==> src/rtl/normal_probe_sequencer.sv <==
// normal_probe_sequencer: shares one sceneQuery engine across the four
// tetrahedron normal probes (xyy, yxy, yyx, xxx). One surface point is
// accepted per transaction. Each probe position is issued in turn, and the
// engine's variable-latency result is awaited before the next probe. The
// four distances and the latched point are then presented as one bundle.
// Vec3 packing for p, q_pos and p_out is {x, y, z}, with x in bits [95:64].
module normal_probe_sequencer #(
    parameter logic [31:0] EPS     = 32'h0000_4189,  // Q8.24 probe offset
    parameter int unsigned TIMEOUT = 64               // max wait cycles, 2..255
) (
    input  logic        clk,
    input  logic        rst,

    // Request side
    input  logic        valid_in,
    output logic        ready_in,
    input  logic [95:0] p,
    input  logic        hit_in,
    input  logic        obj_sel,

    // sceneQuery side
    output logic        q_valid,
    output logic [95:0] q_pos,
    output logic        q_obj_sel,
    input  logic        q_done,
    input  logic [31:0] q_dist,

    // Result bundle
    output logic        valid_out,
    input  logic        out_ready,
    output logic [31:0] d_xyy,
    output logic [31:0] d_yxy,
    output logic [31:0] d_yyx,
    output logic [31:0] d_xxx,
    output logic [95:0] p_out,
    output logic        hit_out,
    output logic        timeout_out
);

    typedef enum logic [1:0] {
        StIdle  = 2'd0,
        StIssue = 2'd1,
        StWait  = 2'd2,
        StDone  = 2'd3
    } state_e;

    // Counter value at which one more empty WAIT cycle means the query has
    // taken TIMEOUT cycles.
    localparam logic [7:0] WaitLast = 8'(TIMEOUT - 1);

    state_e            state_q, state_d;
    logic [1:0]        k_q, k_d;
    logic [7:0]        cnt_q, cnt_d;
    logic [95:0]       p_q, p_d;
    logic              hit_q, hit_d;
    logic              obj_q, obj_d;
    logic              tmo_q, tmo_d;
    // Slot order: [0]=xyy, [1]=yxy, [2]=yyx, [3]=xxx
    logic [3:0][31:0]  dist_q, dist_d;

    // Probe component arithmetic: wrapping two's-complement add/sub
    logic [31:0] x_pl, x_mi, y_pl, y_mi, z_pl, z_mi;
    logic        neg_x, neg_y, neg_z;

    // State and datapath registers
    always_ff @(posedge clk or posedge rst) begin
        if (rst) begin
            state_q <= StIdle;
            k_q     <= 2'd0;
            cnt_q   <= 8'd0;
            p_q     <= '0;
            hit_q   <= 1'b0;
            obj_q   <= 1'b0;
            tmo_q   <= 1'b0;
            dist_q  <= '0;
        end else begin
            state_q <= state_d;
            k_q     <= k_d;
            cnt_q   <= cnt_d;
            p_q     <= p_d;
            hit_q   <= hit_d;
            obj_q   <= obj_d;
            tmo_q   <= tmo_d;
            dist_q  <= dist_d;
        end
    end

    // Next-state and datapath update
    always_comb begin
        state_d = state_q;
        k_d     = k_q;
        cnt_d   = cnt_q;
        p_d     = p_q;
        hit_d   = hit_q;
        obj_d   = obj_q;
        tmo_d   = tmo_q;
        dist_d  = dist_q;

        unique case (state_q)
            StIdle: begin
                if (valid_in) begin
                    p_d    = p;
                    hit_d  = hit_in;
                    obj_d  = obj_sel;
                    tmo_d  = 1'b0;
                    dist_d = '0;
                    k_d    = 2'd0;
                    // Misses skip the query engine and report zero distances
                    state_d = hit_in ? StIssue : StDone;
                end
            end

            StIssue: begin
                cnt_d   = 8'd0;
                state_d = StWait;
            end

            StWait: begin
                // A result arriving in the timeout cycle still counts
                if (q_done) begin
                    dist_d[k_q] = q_dist;
                    if (k_q == 2'd3) begin
                        state_d = StDone;
                    end else begin
                        k_d     = k_q + 2'd1;
                        state_d = StIssue;
                    end
                end else begin
                    cnt_d = cnt_q + 8'd1;
                    if (cnt_q == WaitLast) begin
                        dist_d  = '0;
                        tmo_d   = 1'b1;
                        state_d = StDone;
                    end
                end
            end

            StDone: begin
                if (out_ready) begin
                    state_d = StIdle;
                end
            end

            default: state_d = StIdle;
        endcase
    end

    // Offset components for the latched point
    always_comb begin
        x_pl = p_q[95:64] + EPS;
        x_mi = p_q[95:64] - EPS;
        y_pl = p_q[63:32] + EPS;
        y_mi = p_q[63:32] - EPS;
        z_pl = p_q[31:0]  + EPS;
        z_mi = p_q[31:0]  - EPS;
    end

    // Probe sign selection: xyy(+,-,-) yxy(-,+,-) yyx(-,-,+) xxx(+,+,+)
    always_comb begin
        neg_x = (k_q == 2'd1) || (k_q == 2'd2);
        neg_y = (k_q == 2'd0) || (k_q == 2'd2);
        neg_z = (k_q == 2'd0) || (k_q == 2'd1);
    end

    // Query interface; q_pos is held from issue until the result returns
    always_comb begin
        q_valid   = (state_q == StIssue);
        q_obj_sel = obj_q;
        q_pos     = '0;
        if ((state_q == StIssue) || (state_q == StWait)) begin
            q_pos = {neg_x ? x_mi : x_pl,
                     neg_y ? y_mi : y_pl,
                     neg_z ? z_mi : z_pl};
        end
    end

    // Request handshake and result bundle
    always_comb begin
        ready_in    = (state_q == StIdle);
        valid_out   = (state_q == StDone);
        d_xyy       = dist_q[0];
        d_yxy       = dist_q[1];
        d_yyx       = dist_q[2];
        d_xxx       = dist_q[3];
        p_out       = p_q;
        hit_out     = hit_q;
        timeout_out = tmo_q;
    end

endmodule

==> config.mk <==
export PLATFORM = sky130hd
export DESIGN_NAME = normal_probe_sequencer
export DESIGN_NICKNAME = d
export VERILOG_FILES = /design/src/rtl/normal_probe_sequencer.sv
export SDC_FILE = /design/constraint.sdc
export NUM_CORES = 1
export LEC_CHECK = 0
export CORE_ASPECT_RATIO = 0.5
export CORE_MARGIN = 4
export CORE_UTILIZATION = 48
export DETAILED_ROUTE_END_ITERATION = 10
export PLACE_DENSITY_LB_ADDON = 0.15
export SKIP_CTS_REPAIR_TIMING = 1
export SLEW_MARGIN = 20
export SYNTH_ARGS = -nofsm -noshare
export SYNTH_HDL_FRONTEND = slang
export SYNTH_SLANG_ARGS = --single-unit
==> constraint.sdc <==
create_clock -name clk -period 11.2 [get_ports clk]
set_clock_uncertainty 0.2 [all_clocks]
set_input_delay 1.68 -clock clk [delete_from_list [all_inputs] [get_ports clk]]
set_output_delay 1.68 -clock clk [all_outputs]
set_load 0.1 [all_outputs]
==> results_dict.tcl, run 1 <==
set metrics [dict create \
    outcome "finished clean" \
    cp-endpoint "q_pos[28]" \
    yosysSeqAreaShare 0.404 \
    cts-root-to-sink-buffers 3 \
    end_kind "primary output" \
    avgViaCountPerCell 5.77 \
    holdWs_ns 0.282 \
    grt_pass1_vias 13367 \
    overflow 0 \
    finalSetupViolCount 0 \
    timing.rr.start "k_q[0]" \
    drc 0 \
    slew_violations 0 \
    critical_path_class "reg -> out" \
    layoutNonFillerInstCount 2361 \
    dp_hpwl_mm 35.1 \
    grt_use_total 0.270 \
    antenna_cells 0 \
    die_h_um 132 \
    initial_core_util 0.488 \
    yosysTopAreaCellShare 0.404 \
    final_antenna_net_count 0 \
    syn_avg_cell_area_um2 9.71 \
    crit_buf_inv 4 \
    cts_htree_levels 1 \
    max_stage_delay_ns 1.18 \
    dpl_worst_slack_ns 3.35 \
    vias 13613 \
    clk_pin_slew_worst_paths_ns 0.07 \
    hp-class "reg -> reg" \
    path_max_fanout 37 \
    syn_area_um2 14800 \
    drive_gt1_frac 0.0928 \
    yosys-top-cells-count "239 x dfrtp_1, 144 x nand2_1, 127 x nor2_1, 106 x ha_1, 100 x mux2_2" \
    drt_iter0_drc 796 \
    cts_tree "built" \
    path_depth 15 \
    synth_edf_count 0 \
    crit_top_cell "ha_1" \
    finalCritPeriodShare 0.751 \
    worst_slack_ns 2.79 \
    critical-path-top-delay-family "buffers and inverters" \
    cap_violations 0 \
    drt-total-wl_mm 47.8 \
    die_area_um2 33900 \
    yosysUniqueCellTypes 67 \
    syn_inst 1526 \
    grt_max_degree 100 \
    wire_per_inst_um 20.2 \
    crit_arrival_ns 6.53 \
    yosys_most_used_dff "dfrtp_1" \
    synthTopCellsByArea "dfrtp_1 40%, ha_1 9.0%, mux2_2 7.6%, a22o_1 5.8%, nand2_1 3.6%" \
    finalWeightedCongestion 0.899 \
    yosysWarnings 0 \
    path_cells "inv_1, ha_1, buf_4, nor2_4, inv_2, ha_1, o21a_1, o221ai_1, nand2_1, a311oi_1, a21o_1, o21ai_1, a211oi_1, mux2i_1, clkdlybuf4s50_1" \
    timing.rr.end "k_q[1]" \
    min_period_ns 8.41 \
    synth_top_cell_by_area "dfrtp_1" \
    antenna_found_initial 1 \
    async_flop_share 1.00 \
    area_growth_pct 38.8 \
    grt_pass1_wl_mm 75.2 \
    hold_violations 0 \
    setup_tns_ns 0 \
    ff2ff_path_depth 6 \
    critPathLaunchType "register" \
    clk_latency_ns 0.55 \
    clock-root-buffer "clkbuf_16" \
    core_um2 30300 \
    cpMaxStageDelayCell "clkdlybuf4s50_1" \
    crit_start "k_q[0]" \
    port_buffers 460 \
    die_w_um 256 \
    tightest_slew_ns 1.09 \
    slew_headroom 0.274 \
    rows 45 \
    synth_nets 1769 \
    drtPass1Iterations 5 \
    synth-seq-cells 239 \
    rrSetupSlack_ns 8.21 \
    cts_made_buffers 24 \
    rsz0062_at_grt "no" \
    dpl.cell_count 2319 \
    synth.most_common_cell "dfrtp_1" \
    ios 461 \
    max_freq_ghz 0.119 \
    fin_nets 2189 \
    critPathRequiredTime_ns 9.32 \
    numClockSinks 239 \
]
==> layer usage <==
layer | global-route usage | part of all wire | up-vias
li1 | - | - | 6464
met5 | 0 | 0.00027 | -
met2 | 0.472 | 0.49 | 372
met4 | 0.0684 | 0.029 | 2
met3 | 0.0620 | 0.060 | 80
met1 | 0.340 | 0.42 | 6695
==> registers in the layout, indices dropped and copies added (netlist names) <==
signal	count
p_out	96
d_xxx	32
d_xyy	32
d_yxy	32
d_yyx	32
cnt_q	8
k_q	2
state_q	2
hit_out	1
q_obj_sel	1
timeout_out	1
==> cell type report <==
cell class	count	area (µm²)
clock inverter	14	165
fill	2455	9780
inverter	26	105
sequential	239	5980
timing repair buffer	475	4720
clock buffer	28	636
tap	399	499
multi-input combinational	1180	8460
==> through the flow <==
step | instance area, µm² | utilization
after floorplan | 14800 | -
after global placement | 19800 | 0.651
after detailed placement | 19800 | 0.651
after CTS | 20600 | 0.678
after global routing | 20600 | 0.678
final | 20600 | 0.678
==> cell usage in the layout (no fill, tap or decap), drive strengths merged, types with 33 or more instances in the layout <==
cell type and n:
nor2 128, a22o 98, a21oi 98, xnor2 48, dfrtp 239, ha 106
mux2 100, o21ai 85, nand3 33, nand2 144, a21o 59, clkdlybuf4s50 460
==> logic make-up after synthesis <==
logic type | count (synthesis) | synth area share
adder cells (fa/ha/maj) | 108 | 0.0922
XOR/XNOR | 72 | 0.0426
flip-flops | 239 | 0.404
multiplexers | 113 | 0.0848
AO/OA/AOI/OAI | 471 | 0.220
AND/OR/NAND/NOR | 416 | 0.129
buffers and inverters | 107 | 0.0274
==> worst min-delay path: stages (launching register included) <==
cell and delay [ns]:
dfrtp_1 0.34, nand2_1 0.04, o21ai_0 0.06
==> worst min-delay path by stage <==
stage / depth (start not counted) / slack (ns) / endpoint / from
4_1_cts: 2 / 0.29 / d_yxy[8] / d_yxy[8]
6_report: 2 / 0.28 / d_yxy[26] / d_yxy[26]
3_3_place_gp: 2 / 0.26 / d_yxy[4] / d_yxy[4]
3_5_place_dp: 2 / 0.27 / d_yxy[1] / d_yxy[1]
2_1_floorplan: 1 / 0.26 / cnt_q[7] / cnt_q[7]
5_1_grt: 2 / 0.30 / d_yxy[14] / d_yxy[14]
Power of run 1 is not shown: default switching activity piles up to over one toggle a cycle in this logic, so the estimate is an artifact.
==> inputs of run 2 (changes only) <==
--- a/config.mk
+++ b/config.mk
@@ -7,7 +7,7 @@
 export LEC_CHECK = 0
 export CORE_ASPECT_RATIO = 0.5
 export CORE_MARGIN = 4
-export CORE_UTILIZATION = 48
+export CORE_UTILIZATION = 43
 export DETAILED_ROUTE_END_ITERATION = 10
 export PLACE_DENSITY_LB_ADDON = 0.15
 export SKIP_CTS_REPAIR_TIMING = 1
==> constraint.sdc (replaced) <==
create_clock -name clk -period 7.4 [get_ports clk]
set_clock_uncertainty 0.2 [all_clocks]
set_input_delay 1.11 -clock clk [delete_from_list [all_inputs] [get_ports clk]]
set_output_delay 1.11 -clock clk [all_outputs]
set_load 0.1 [all_outputs]
==> run 2 against run 1 <==
Against the previous run:
- first-iteration DRC count is 0.13% lower
- worst setup slack got worse by 1.9 ns
- wire length increased by 2.8%
- die area grew 11%
- count of clock-buffer cells in the layout fell by 2
- critical endpoint unchanged
- worst hold slack about the same
- non-clock buffer count up 2
- cell count is 1.8% higher
- via count about the same
- cell area grew 0.78%
==> results_dict.tcl, run 2 (synthesis results as in run 1) <==
set metrics [dict create \
    outcome "finished clean" \
    hold_violations 0 \
    timing.rr.end "d_xyy[6]" \
    finalCritPeriodShare 0.886 \
    largest_reg_flops 96 \
    drc 0 \
    drive_gt1_frac 0.124 \
    path_cells "inv_1, ha_1, buf_4, nor2_4, inv_2, ha_1, o21a_1, o221ai_1, nand2_1, a311oi_1, a21o_1, o21ai_1, a211oi_1, mux2i_1, buf_12" \
    end_kind "primary output" \
    cts-root-to-sink-buffers 3 \
    rsz0062_at_grt "no" \
    layout_commonest_cell "clkdlybuf4s50_1" \
    numClockSinks 239 \
    max_stage_delay_ns 0.56 \
    crit_arrival_ns 5.25 \
    grt_pass1_vias 13572 \
    min_from "d_yxy[6]" \
    cts_tree "built" \
    slew_violations 0 \
    drt-total-wl_mm 49.1 \
    fin_nets 2190 \
    final_cell_mix "401 x clkdlybuf4s50_1, 239 x dfrtp_1, 143 x nand2_1" \
    path_max_fanout 37 \
    antenna_cells 0 \
    grt_pass1_wl_mm 77.5 \
    critPathLaunchType "register" \
    overflow 0 \
    slew_headroom 0.274 \
    ios 461 \
    finalWeightedCongestion 0.912 \
    dp_hpwl_mm 36.0 \
    rows 47 \
    crit_top_cell "ha_1" \
    die_h_um 139 \
    wire_per_inst_um 20.4 \
    final_antenna_net_count 0 \
    hp-class "reg -> reg" \
    drt_iter0_drc 795 \
    clk_pin_slew_worst_paths_ns 0.07 \
    cpMaxStageDelayCell "inv_2" \
    timing.rr.start "cnt_q[0]" \
    tightest_slew_ns 1.09 \
    finalSetupViolCount 0 \
    initial_core_util 0.442 \
    die_area_um2 37700 \
    port_buffers 460 \
    critPathRequiredTime_ns 6.09 \
    grt_use_total 0.252 \
    min_period_ns 6.56 \
    crit_start "k_q[0]" \
    max_freq_ghz 0.153 \
    grt_max_degree 155 \
    layoutNonFillerInstCount 2404 \
    cts_htree_levels 1 \
    cts_made_buffers 23 \
    avgViaCountPerCell 5.66 \
    cp-endpoint "q_pos[28]" \
    area_growth_pct 39.9 \
    critical_path_class "reg -> out" \
    rrSetupSlack_ns 4.21 \
    setup_tns_ns 0 \
    clock-root-buffer "clkbuf_16" \
    vias 13614 \
    cap_violations 0 \
    die_w_um 271 \
    core_um2 33500 \
    dpl.cell_count 2362 \
    drtPass1Iterations 5 \
    ff2ff_path_depth 8 \
    antenna_found_initial 0 \
    clk_latency_ns 0.55 \
]
run 2: cell count changes in the layout (fill, tap and decap cells not counted), moves of 4 or more:
cell             change
buf_4               +48
bufinv_16            +4
clkdlybuf4s50_1     -59
clkinv_2             -4
buf_12              +14
run 2: critical path: cells and delay by family, from the launching register on:
kind / cells / cell delay [ns]
and+or+nand+nor: 2 / 0.25
adders and majority gates: 2 / 0.65
DFF: 1 / 0.51
AOI/OAI and AO/OA: 6 / 1.42
muxes: 1 / 0.38
buffers and inverters: 4 / 1.46
run 2: worst min-delay path by stage:
stage / endpoint / slack, ns / depth (start not counted)
final: d_yxy[6] / 0.28 / 2
after global routing: d_yxy[28] / 0.31 / 2
after CTS: d_yxy[6] / 0.29 / 2
after detailed placement: d_yxy[6] / 0.27 / 2
after global placement: d_yxy[30] / 0.26 / 2
after floorplan: cnt_q[7] / 0.26 / 1
run 2: layout make-up:
type                            count  area, µm²
Clock buffer                       26        617
Clock inverter                     15        256
Fill cell                        2884      12800
Inverter                           26        101
Multi-Input combinational cell   1180       8460
Sequential cell                   239       5980
Tap cell                          441        552
Timing Repair Buffer              477       4760
run 2: per-stage QoR:
| stage | utilization | instance area (µm²) | hold WS, ns | worst slack, ns |
|---|---|---|---|---|
| floorplan | - | 14800 | 0.258 | 0.255 |
| global placement | 0.592 | 19800 | 0.261 | 1.52 |
| detailed placement | 0.592 | 19800 | 0.269 | 1.46 |
| CTS | 0.618 | 20700 | 0.286 | 0.819 |
| global route | 0.618 | 20700 | 0.311 | 0.462 |
| finish | 0.618 | 20700 | 0.282 | 0.843 |
run 2: routing by layer:
layer	track usage	part of all wire	up-vias
met4	0.0854	0.040	0
li1	-	-	6462
met5	0	0	-
met2	0.443	0.50	363
met1	0.317	0.41	6685
met3	0.0449	0.050	104
Power of run 2 is left out for the same reason.
==> inputs of run 3 (changes only) <==
--- a/config.mk
+++ b/config.mk
@@ -7,7 +7,7 @@
 export LEC_CHECK = 0
 export CORE_ASPECT_RATIO = 0.5
 export CORE_MARGIN = 4
-export CORE_UTILIZATION = 43
+export CORE_UTILIZATION = 52
 export DETAILED_ROUTE_END_ITERATION = 10
 export PLACE_DENSITY_LB_ADDON = 0.15
 export SKIP_CTS_REPAIR_TIMING = 1
==> constraint.sdc (replaced) <==
create_clock -name clk -period 8.3 [get_ports clk]
set_clock_uncertainty 0.2 [all_clocks]
set_input_delay 1.245 -clock clk [delete_from_list [all_inputs] [get_ports clk]]
set_output_delay 1.245 -clock clk [all_outputs]
set_load 0.1 [all_outputs]
==> run 3 against run 2 <==
Against the previous run:
- utilization increased by 12 points
- wire length shrank 1.3%
- worst setup slack improved by 0.61 ns
- worst hold slack worse by 0.0013 ns
- non-clock buffer count fell by 2
- sequential share of layout area is 0.29 points higher
- cell area decreased by 0.98%
- cell count fell by 2.5%
- via count up 1.5%
- highest routed layer is now met5
- global-route usage grew 4.6 points
==> results_dict.tcl, run 3 (synthesis results as in run 1) <==
set metrics [dict create \
    layout_commonest_cell "clkdlybuf4s50_1" \
    cts-root-to-sink-buffers 3 \
    largest_reg_flops 96 \
    ff2ff_path_depth 8 \
    ios 461 \
    finalCritPeriodShare 0.825 \
    hp-class "reg -> reg" \
    critPathRequiredTime_ns 6.86 \
    cts_tree "built" \
    cap_violations 0 \
    grt_pass1_wl_mm 75.2 \
    area_growth_pct 38.5 \
    hold_violations 0 \
    path_max_fanout 37 \
    drt_iter0_drc 995 \
    setup_tns_ns 0 \
    dp_hpwl_mm 35.4 \
    clk_latency_ns 0.55 \
    max_freq_ghz 0.146 \
    numClockSinks 239 \
    grt_use_total 0.298 \
    final_cell_mix "421 x clkdlybuf4s50_1, 239 x dfrtp_1, 143 x nand2_1" \
    drtPass1Iterations 6 \
    rows 43 \
    grt_max_degree 103 \
    die_w_um 247 \
    cts_made_buffers 23 \
    avgViaCountPerCell 5.90 \
    end_kind "primary output" \
    initial_core_util 0.532 \
    rsz0062_at_grt "no" \
    overflow 0 \
    drc 0 \
    clk_pin_slew_worst_paths_ns 0.07 \
    finalWeightedCongestion 0.944 \
    wire_per_inst_um 20.7 \
    die_area_um2 31400 \
    fin_nets 2188 \
    port_buffers 460 \
    antenna_found_initial 2 \
    slew_violations 0 \
    drt-total-wl_mm 48.5 \
    dpl_worst_slack_ns 2.07 \
    slew_headroom 0.267 \
    finalSetupViolCount 0 \
    min_path_cells 2 \
    outcome "finished clean" \
    clock-root-buffer "clkbuf_16" \
    critical_path_class "reg -> out" \
    worst_slack_ns 1.45 \
    die_h_um 127 \
    crit_arrival_ns 5.40 \
    vias 13825 \
    grt_pass1_vias 13412 \
    drive_gt1_frac 0.113 \
    core_um2 27900 \
    cts_htree_levels 1 \
    critPathLaunchType "register" \
    min_period_ns 6.85 \
    tightest_slew_ns 1.10 \
    final_antenna_net_count 0 \
]
## run 3: cell count changes in the layout (fill, tap and decap cells not counted), moves of 2 or more
cell and delta:
clkdlybuf4s50_1 +20, buf_12 -14, buf_4 -8, clkbuf_8 +4
clkinv_2 -2, inv_6 -2, inv_8 +2
## run 3: cell type report
cell class                 instances  area, µm²
antenna                            1       2.50
clock buffer                      31        676
clock inverter                    10        201
fill                            2138       7350
inverter                          26        105
multi-input combinational       1180       8460
sequential                       239       5980
tap                              382        478
timing repair buffer             475       4620
## run 3: worst max-delay path, stage by stage (launching register included)
cell             delay, ns
dfrtp_1               0.53
ha_1                  0.64
nor2_4                0.14
inv_2                 0.55
ha_1                  0.33
nand2_1               0.15
a211oi_2              0.20
a211oi_2              0.14
a211oi_1              0.45
nand4_1               0.17
nand3_1               0.13
xor2_1                0.15
and2_1                0.14
clkdlybuf4s50_1       1.13
## run 3: metrics by stage
stage,cells,cell area [µm²],util,hold slack (ns)
after floorplan,1526,14800,-,0.258
after global placement,2302,19600,0.705,0.260
after detailed placement,2302,19600,0.705,0.270
after CTS,2343,20500,0.736,0.286
after global routing,2344,20500,0.736,0.307
final,2344,20500,0.736,0.281
## run 3: per-layer routing
layer / GRT usage / part of all wire / vias up
li1: - / - / 6437
met1: 0.382 / 0.41 / 6728
met2: 0.504 / 0.48 / 550
met3: 0.0715 / 0.080 / 108
met4: 0.0930 / 0.039 / 2
met5: 0 / 0.00027 / -
## run 3: path summary, 6_finish.rpt
path                             from  slack [ns]        end
max in group asynchronous         rst        5.39  d_yyx[18]
hold reg to reg             d_yxy[30]        0.28  d_yxy[30]
hold / removal              d_yxy[30]        0.28  d_yxy[30]
min in group asynchronous         rst        1.04  d_xxx[29]
setup reg to reg           state_q[0]        5.30   d_yxy[6]
setup / recovery               k_q[0]        1.45  q_pos[17]
Power of run 3 is left out for the same reason.
